## src/rtl/mem_arb_pkg.sv

```systemverilog
// Shared types and constants for the single-port memory arbiter.
package mem_arb_pkg;

  typedef enum logic [1:0] {
    ARB   = 2'd0,
    DATA  = 2'd1,
    FETCH = 2'd2,
    REL   = 2'd3
  } state_t;

  // Read data substituted when an access gives up waiting for the memory
  localparam logic [31:0] TIMEOUT_DATA = 32'h0;

endpackage

```

## src/rtl/mem_arbiter_wait_timer.sv

```systemverilog
// Per-access wait counter: counts cycles without mem_ready, saturating at MAX_WAIT.
module wait_timer #(
  parameter int MAX_WAIT = 15
) (
  input  logic clk,
  input  logic reset,
  input  logic clear,
  input  logic en,
  output logic expired
);

  localparam int CW = $clog2(MAX_WAIT + 1);
  localparam logic [CW-1:0] LIMIT = CW'(MAX_WAIT);

  logic [CW-1:0] r_count;

  // Count wait cycles; clear restarts the count for the next access
  always_ff @(posedge clk or negedge reset) begin
    if (!reset) begin
      r_count <= '0;
    end else if (clear) begin
      r_count <= '0;
    end else if (en && (r_count != LIMIT)) begin
      r_count <= r_count + 1'b1;
    end
  end

  assign expired = (r_count == LIMIT);

endmodule

```

## src/rtl/mem_arbiter.sv

```systemverilog
// Time-multiplexes one unified memory port between the IF fetch and the MEM
// load/store, holding the pipeline stalled until both accesses are done.
module mem_arbiter
  import mem_arb_pkg::*;
#(
  parameter int MAX_WAIT = 15
) (
  input  logic        clk,
  input  logic        reset,
  input  logic        if_req,
  input  logic [31:0] if_addr,
  output logic [31:0] if_rdata,
  input  logic        dm_req,
  input  logic        dm_we,
  input  logic [31:0] dm_addr,
  input  logic [31:0] dm_wdata,
  output logic [31:0] dm_rdata,
  output logic        stall,
  output logic        mem_req,
  output logic        mem_we,
  output logic [31:0] mem_addr,
  output logic [31:0] mem_wdata,
  input  logic [31:0] mem_rdata,
  input  logic        mem_ready,
  output logic        err
);

  state_t      r_state;
  state_t      w_next;
  logic        r_if_req;
  logic [31:0] r_if_addr;
  logic        r_dm_we;
  logic [31:0] r_dm_addr;
  logic [31:0] r_dm_wdata;
  logic [31:0] r_if_rdata;
  logic [31:0] r_dm_rdata;
  logic        r_err;

  logic        w_access;
  logic        w_expired;
  logic        w_timeout;
  logic        w_done;
  logic        w_clear;

  assign w_access  = (r_state == DATA) || (r_state == FETCH);
  assign w_timeout = w_access && w_expired && !mem_ready;
  assign w_done    = w_access && (mem_ready || w_expired);
  // Restart the count outside accesses and whenever one completes, so each
  // access state is entered with a zero count
  assign w_clear   = !w_access || w_done;

  wait_timer #(.MAX_WAIT(MAX_WAIT)) u_wait_timer (
    .clk     (clk),
    .reset   (reset),
    .clear   (w_clear),
    .en      (!mem_ready),
    .expired (w_expired)
  );

  // State register; async reset returns to ARB so mem_req drops at once
  always_ff @(posedge clk or negedge reset) begin
    if (!reset) r_state <= ARB;
    else        r_state <= w_next;
  end

  // Next-state decode: data access first (older instruction), then fetch
  always_comb begin
    w_next = r_state;
    case (r_state)
      ARB: begin
        if (dm_req)      w_next = DATA;
        else if (if_req) w_next = FETCH;
        else             w_next = REL;
      end
      DATA:    if (w_done) w_next = r_if_req ? FETCH : REL;
      FETCH:   if (w_done) w_next = REL;
      REL:     w_next = ARB;
      default: w_next = ARB;
    endcase
  end

  // Memory port and stall decoded from state and holding registers
  always_comb begin
    mem_req   = 1'b0;
    mem_we    = 1'b0;
    mem_addr  = 32'h0;
    mem_wdata = 32'h0;
    stall     = (r_state != REL);
    case (r_state)
      DATA: begin
        mem_req   = 1'b1;
        mem_we    = r_dm_we;
        mem_addr  = r_dm_addr;
        mem_wdata = r_dm_wdata;
      end
      FETCH: begin
        mem_req  = 1'b1;
        mem_addr = r_if_addr;
      end
      default: ;
    endcase
  end

  // Request holding registers, sampled only while arbitrating
  always_ff @(posedge clk) begin
    if (r_state == ARB) begin
      r_if_req   <= if_req;
      r_if_addr  <= if_addr;
      r_dm_we    <= dm_we;
      r_dm_addr  <= dm_addr;
      r_dm_wdata <= dm_wdata;
    end
  end

  // Read-data capture and sticky timeout flag; stores leave dm_rdata alone
  always_ff @(posedge clk or negedge reset) begin
    if (!reset) begin
      r_if_rdata <= 32'h0;
      r_dm_rdata <= 32'h0;
      r_err      <= 1'b0;
    end else begin
      if ((r_state == DATA) && w_done && !r_dm_we)
        r_dm_rdata <= mem_ready ? mem_rdata : TIMEOUT_DATA;
      if ((r_state == FETCH) && w_done)
        r_if_rdata <= mem_ready ? mem_rdata : TIMEOUT_DATA;
      if (w_timeout)
        r_err <= 1'b1;
    end
  end

  assign if_rdata = r_if_rdata;
  assign dm_rdata = r_dm_rdata;
  assign err      = r_err;

endmodule
```

## config.mk

```make
export PLATFORM = sky130hd
export DESIGN_NAME = mem_arbiter
export DESIGN_NICKNAME = d
export VERILOG_FILES = /design/src/rtl/mem_arb_pkg.sv /design/src/rtl/mem_arbiter_wait_timer.sv /design/src/rtl/mem_arbiter.sv
export SDC_FILE = /design/constraint.sdc
export NUM_CORES = 1
export LEC_CHECK = 0
export CORE_MARGIN = 1
export CORE_UTILIZATION = 35
export DETAILED_ROUTE_END_ITERATION = 8
export DONT_BUFFER_PORTS = 1
export GPL_TIMING_DRIVEN = 1
export PLACE_DENSITY = 0.51
export SLEW_MARGIN = 20
export SYNTH_ARGS = -nofsm -noshare
export SYNTH_HDL_FRONTEND = slang
export SYNTH_SLANG_ARGS = --single-unit
```

## constraint.sdc

```tcl
create_clock -name clk -period 5.4 [get_ports clk]
set_clock_uncertainty 0.05 [all_clocks]
set_input_delay 0.27 -clock clk [delete_from_list [all_inputs] [get_ports clk]]
set_output_delay 0.27 -clock clk [all_outputs]
set_load 0.03 [all_outputs]
```

==> run summary, run 1 <==
The initialized floorplan defines 49 standard-cell rows. The number of distinct library cell variants in the gate-level netlist after synthesis is 35. Synthesis produced a netlist with a net count of 536. The die is 137 µm wide. The total clock sinks is 169. Buffers added to address setup during post-CTS repair amount to 0. The die height is 137 µm. The root buffer cell chosen for the clock tree is clkbuf_16. The count of flip-flops with a built-in enable after synthesis is 98. The area share of the largest cell type after synthesis came out at 45.9%. The number of levels the H-tree was split into is 4. The number of instances in the synthesized netlist is 396. The flow halted during clock tree synthesis.

For this configuration, the core starts out at a cell density of 35.7%. The estimated wirelength of the detail-placed design is 8840 µm. The final weighted congestion of routability-driven global placement came out at 0.713. After Yosys synthesis, and, or, nand and nor cells account for 7.63% of the synthesized area. The yosys synthesis warning count is 0.

The hold buffer count at CTS is 127. Summing the areas of all compound-gate instances in the mapped netlist gives 13.9% of the synthesized area. The total CTS buffers came out at 17. 266 I/O pins were placed. Yosys attributes the largest share of cell area to edfxtp_1 46%, dfrtp_1 28%, a22o_1 8.5%. Of the post-synthesis cell area, the part taken by muxes is 0.332%. By area, the combinational part of the netlist is dominated by compound AO/OA/AOI/OAI gates. The total of buffers placed on input and output ports came out at 0. The sequential area share after synthesis came out at 73.6%. The quantity of gates resized following cts is 0. The xor/xnor cell area share of the yosys netlist came out at 0.273%.

The flow did not finish. The tool reported: "[ERROR RSZ-0060] Max buffer count reached". The async set-or-reset flop fraction in the synthesized netlist is 42.0%. The worst-case clock buffer depth is 2. Once placement completed, the tool counted placed cells totaling 599. After synthesis the netlist holds a flip-flop and latch count of 169. The area share of fa/ha/maj cells after synthesis is 1.17%. The most frequently used flop master after synthesis is edfxtp_1. The average cell area after synthesis came out at 16.2 µm². edfxtp_1 takes more of the synthesized area than any other cell.

The cell area after technology mapping came out at 0.00641 mm².
-- synthesized netlist by cell type, types with 2 or more instances --
cell	count
a22oi_1	32
nand3_1	2
buf_6	4
and2_1	33
a22o_1	62
buf_1	3
inv_1	4
dfrtp_1	71
buf_2	10
nor3_1	2
nor2b_1	33
a22o_2	2
edfxtp_1	98
and3_1	2
ha_1	6
clkbuf_1	8
buf_4	6
-- logic make-up after synthesis --
family	after synthesis
XOR/XNOR	2
AO/OA/AOI/OAI	103
adder cells (fa/ha/maj)	6
multiplexers	2
AND/OR/NAND/NOR	79
buffers and inverters	35
flip-flops	169
-- through the flow --
| stage | instance area (µm²) | setup slack (ns) |
|---|---|---|
| after floorplan | 6410 | 2.05 |
| after global placement | 6570 | 2.90 |
| after detailed placement | 6570 | 2.86 |
==> run 2: changes to the inputs <==
Settings changed: CORE_UTILIZATION 35 to 20, PLACE_DENSITY 0.51 to not set, PLACE_DENSITY_LB_ADDON set to 0.15.
==> run 2 against run 1 <==
Effect of this change:
- area after synthesis did not move
- the flow now finishes without violations
- synthesized cell count did not move
==> run summary, run 2 <==
The run finished with clean final reports. The global-route wire length before repair is 26200 µm. The number of placement rows came out at 65.

The die area is 0.0328 mm². The fraction of final layout cells with drive strength greater than 1 came out at 8.77%. In this run the critical register-to-register path is launched from r_state[1]. The tightest min-delay check is of the primary input to flip-flop type.

Ranked by total cell area, the synthesized netlist is headed by edfxtp_1 46%, dfrtp_1 28%, a22o_1 8.5%. The critical path is of the flip-flop to output port type. The area share of fa/ha/maj cells after synthesis is 1.17%. After Yosys synthesis, XOR and XNOR cells account for 0.273% of the synthesized area. By area, the combinational part of the netlist is dominated by compound AO/OA/AOI/OAI gates. The number of cells on the worst reg-to-reg path came out at 5. The maximum number of pins on one net before global-route repair came out at 72. Routability-driven placement finished with a final weighted congestion of 0.730. TritonCTS built the clock tree. The clock insertion delay at the later pin of the skew report is 0.44 ns.

The DRC marker count from the first detailed-route iteration came out at 144. The antenna cell count came out at 0. The max-slew violation count is 0. For this run, the number of standard cells in the final layout without fillers is 938. The power per cell area is 634 mW/mm². The compound-gate portion of the synthesized area is 13.9%. IR analysis of the VDD net gives a maximum drop of 0.405 mV.

Detailed routing inserted a total of 3963 vias. The total overflow left after global routing is 0. The initial antenna violation count is 1.

The worst hold path begins at mem_ready. Setup repair after global routing left no endpoint under its margin. For the pin with the worst max-slew slack, the measured transition is 0.924 ns. Once layout is done, the placed cells without fillers occupy 0.00877 mm². The cell type contributing the most total cell area after synthesis is edfxtp_1.

The worst-case clock buffer depth is 2. The count of TritonRoute iterations in the first routing pass came out at 6. The worst hold path passes through 2 cells. Clock tree synthesis found a total of 169 sinks. The number of cells after detailed placement is 771. In this run the critical register-to-register path is captured at dm_rdata[31]. From left edge to right edge, the die measures 181 µm. The total power of the final layout came out at 5.56 mW. Timing would allow up to 0.309 GHz. The number of vias per cell came out at 4.22. The async set-or-reset flop fraction in the synthesized netlist is 42.0%. The worst path needs 3.23 ns of the cycle, external delays included. The most frequent cell after synthesis is edfxtp_1. Clock-pin slew was measured on the worst setup and hold paths at 0.07 ns. The most frequently used flop master after synthesis is edfxtp_1. The number of instances in the synthesized netlist is 396. The average cell area after synthesis came out at 16.2 µm².

The setup check on the worst reg-to-reg path leaves a slack of 2.90 ns. The number of distinct library cell variants in the gate-level netlist after synthesis came out at 35. The library cell contributing the largest single delay on the critical path is ha_2. The number of max-cap violations is 0.

The fraction of the mapped netlist area in simple logic gates came out at 7.63%. The fraction of synthesized area in multiplexers came out at 0.332%. The number of levels the H-tree was split into came out at 4. In this run the static leakage power is 3.34 nW.

The estimated wirelength of the detail-placed design came out at 10400 µm. The total negative slack is 0 ns. In this design, the stage delay of the slowest critical-path cell is 0.78 ns. The endpoint required time on the critical path came out at 5.08 ns. The cell area after technology mapping came out at 0.00641 mm². Synthesis inferred 169 register bits. The net count of the mapped netlist is 536. The worst hold path terminates at u_wait_timer.r_count[2]. The library cell used most frequently in the layout, excluding fill and tap cells, is dlygate4sd3_1.

Relative to the synthesized area, the layout overhead comes to 36.8%. Yosys mapped a number of flops with a built-in enable equal to 98. In the finished design, the share of the clock period the worst path needs comes to 59.9%. The overall routing resource usage is 10.8%.

The maximum net fanout on the critical path came out at 38. In the layout the commonest cells are 132 x dlygate4sd3_1, 98 x edfxtp_1, 71 x dfrtp_1, 62 x a22o_1. The sequential area share after synthesis is 73.6%. The total CTS buffers is 17.

Traced cell by cell, the critical path runs through inv_1 -> ha_2 -> buf_4 -> a22oi_1 -> nor2b_1. The number of global-route vias before repair is 4457. The net count of the finished layout is 663. The total area inside the core boundary comes to 0.0316 mm². The total count of hold-check failures in the final report came out at 0.

The total setup buffers inserted after CTS is 0. The total routed wirelength came out at 17200 µm. In this run the remaining antenna-violating nets after routing total 0. The area share of the largest cell type after synthesis came out at 45.9%.

The final core area utilization is 27.8%. The critical path arrival is 2.91 ns. In this run the count of I/O pins placed on the die edge is 266. The final setup violation count is 0.

The number of remaining DRC errors came out at 0. During placement, the flow inserted port buffers numbering 0. The die height is 181 µm. The mean routed wirelength per cell is 18.3 µm. Counting instances in the post-synthesis netlist gives the leading cell types as 98 x edfxtp_1, 71 x dfrtp_1, 62 x a22o_1. The quantity of gates resized following cts is 0. The Yosys step of the flow raised 0 warnings. The root buffer cell chosen for the clock tree is clkbuf_16. The endpoint kind of the worst setup timing path is an output port.

The starting utilization of the core area came out at 20.3%. The worst relative slew slack is 38.4%. The element type at the critical path start is a flip-flop. The cell area after placement is 0.00678 mm².
## run 2: through the flow
stage                     hold WS (ns)  setup slack, ns
after global placement         -0.0736             2.66
after global routing            0.0435             1.95
after detailed placement       -0.0741             2.59
final                           0.0562             2.17
after CTS                       0.0212             2.08
after floorplan                -0.0756             2.05
## run 2: worst max-delay path: cells and delay by family (launching register included)
kind,cells,cell delay [ns]
buf+inv,2,0.56
flops,1,0.42
simple gates,1,0.54
compound gates,1,0.15
fa+ha+maj,1,0.78
## run 2: metal layers
layer	vias up	GRT usage (%)	wire length (µm)
met3	15	5.08	1680
li1	1758	-	-
met2	211	18.6	8550
met1	1977	11.3	6700
met4	2	4.37	274
met5	-	0	10
## run 2: cell type report
cell class / count / area, µm²
Inverter: 4 / 15.0
Clock buffer: 18 / 429
Tap cell: 402 / 503
Fill cell: 3216 / 22800
Multi-Input combinational cell: 192 / 1510
Timing Repair Buffer: 139 / 1430
Sequential cell: 169 / 4720
Clock inverter: 14 / 159
## run 2: timing repair
action / in CTS / in global routing
hold buffers: 133 / 0
hold endpoints to repair: 235 / 0
endpoints found under the setup margin: 0 / 0
## run 2: cell families (layout without fill, tap and decap cells)
group,after synthesis,count (layout)
mux,2,2
simple gates,79,79
compound gates,103,103
xor+xnor,2,2
buf+inv,35,175
fa+ha+maj,6,6
flops,169,169
## run 2: worst max-delay path by stage
stage	startpoint	endpoint	slack [ns]	cells after the start
after floorplan	r_state[0]	r_dm_addr[0]	2.05	2
after global placement	r_state[1]	mem_addr[27]	2.66	5
after detailed placement	r_state[1]	mem_addr[27]	2.59	5
after CTS	r_state[1]	mem_addr[27]	2.08	5
after global routing	r_state[1]	mem_addr[28]	1.95	5
final	r_state[1]	mem_addr[28]	2.17	5
## run 2: where the power goes
part | total [mW] | internal (mW) | switching (mW) | leakage (nW)
clock network | 1.23 | 0.656 | 0.576 | 0.275
registers | 2.56 | 1.90 | 0.663 | 1.82
logic | 1.77 | 0.566 | 1.20 | 1.24
total | 5.56 | 3.12 | 2.44 | 3.34
Note: power is estimated with default switching activity, not from simulation.
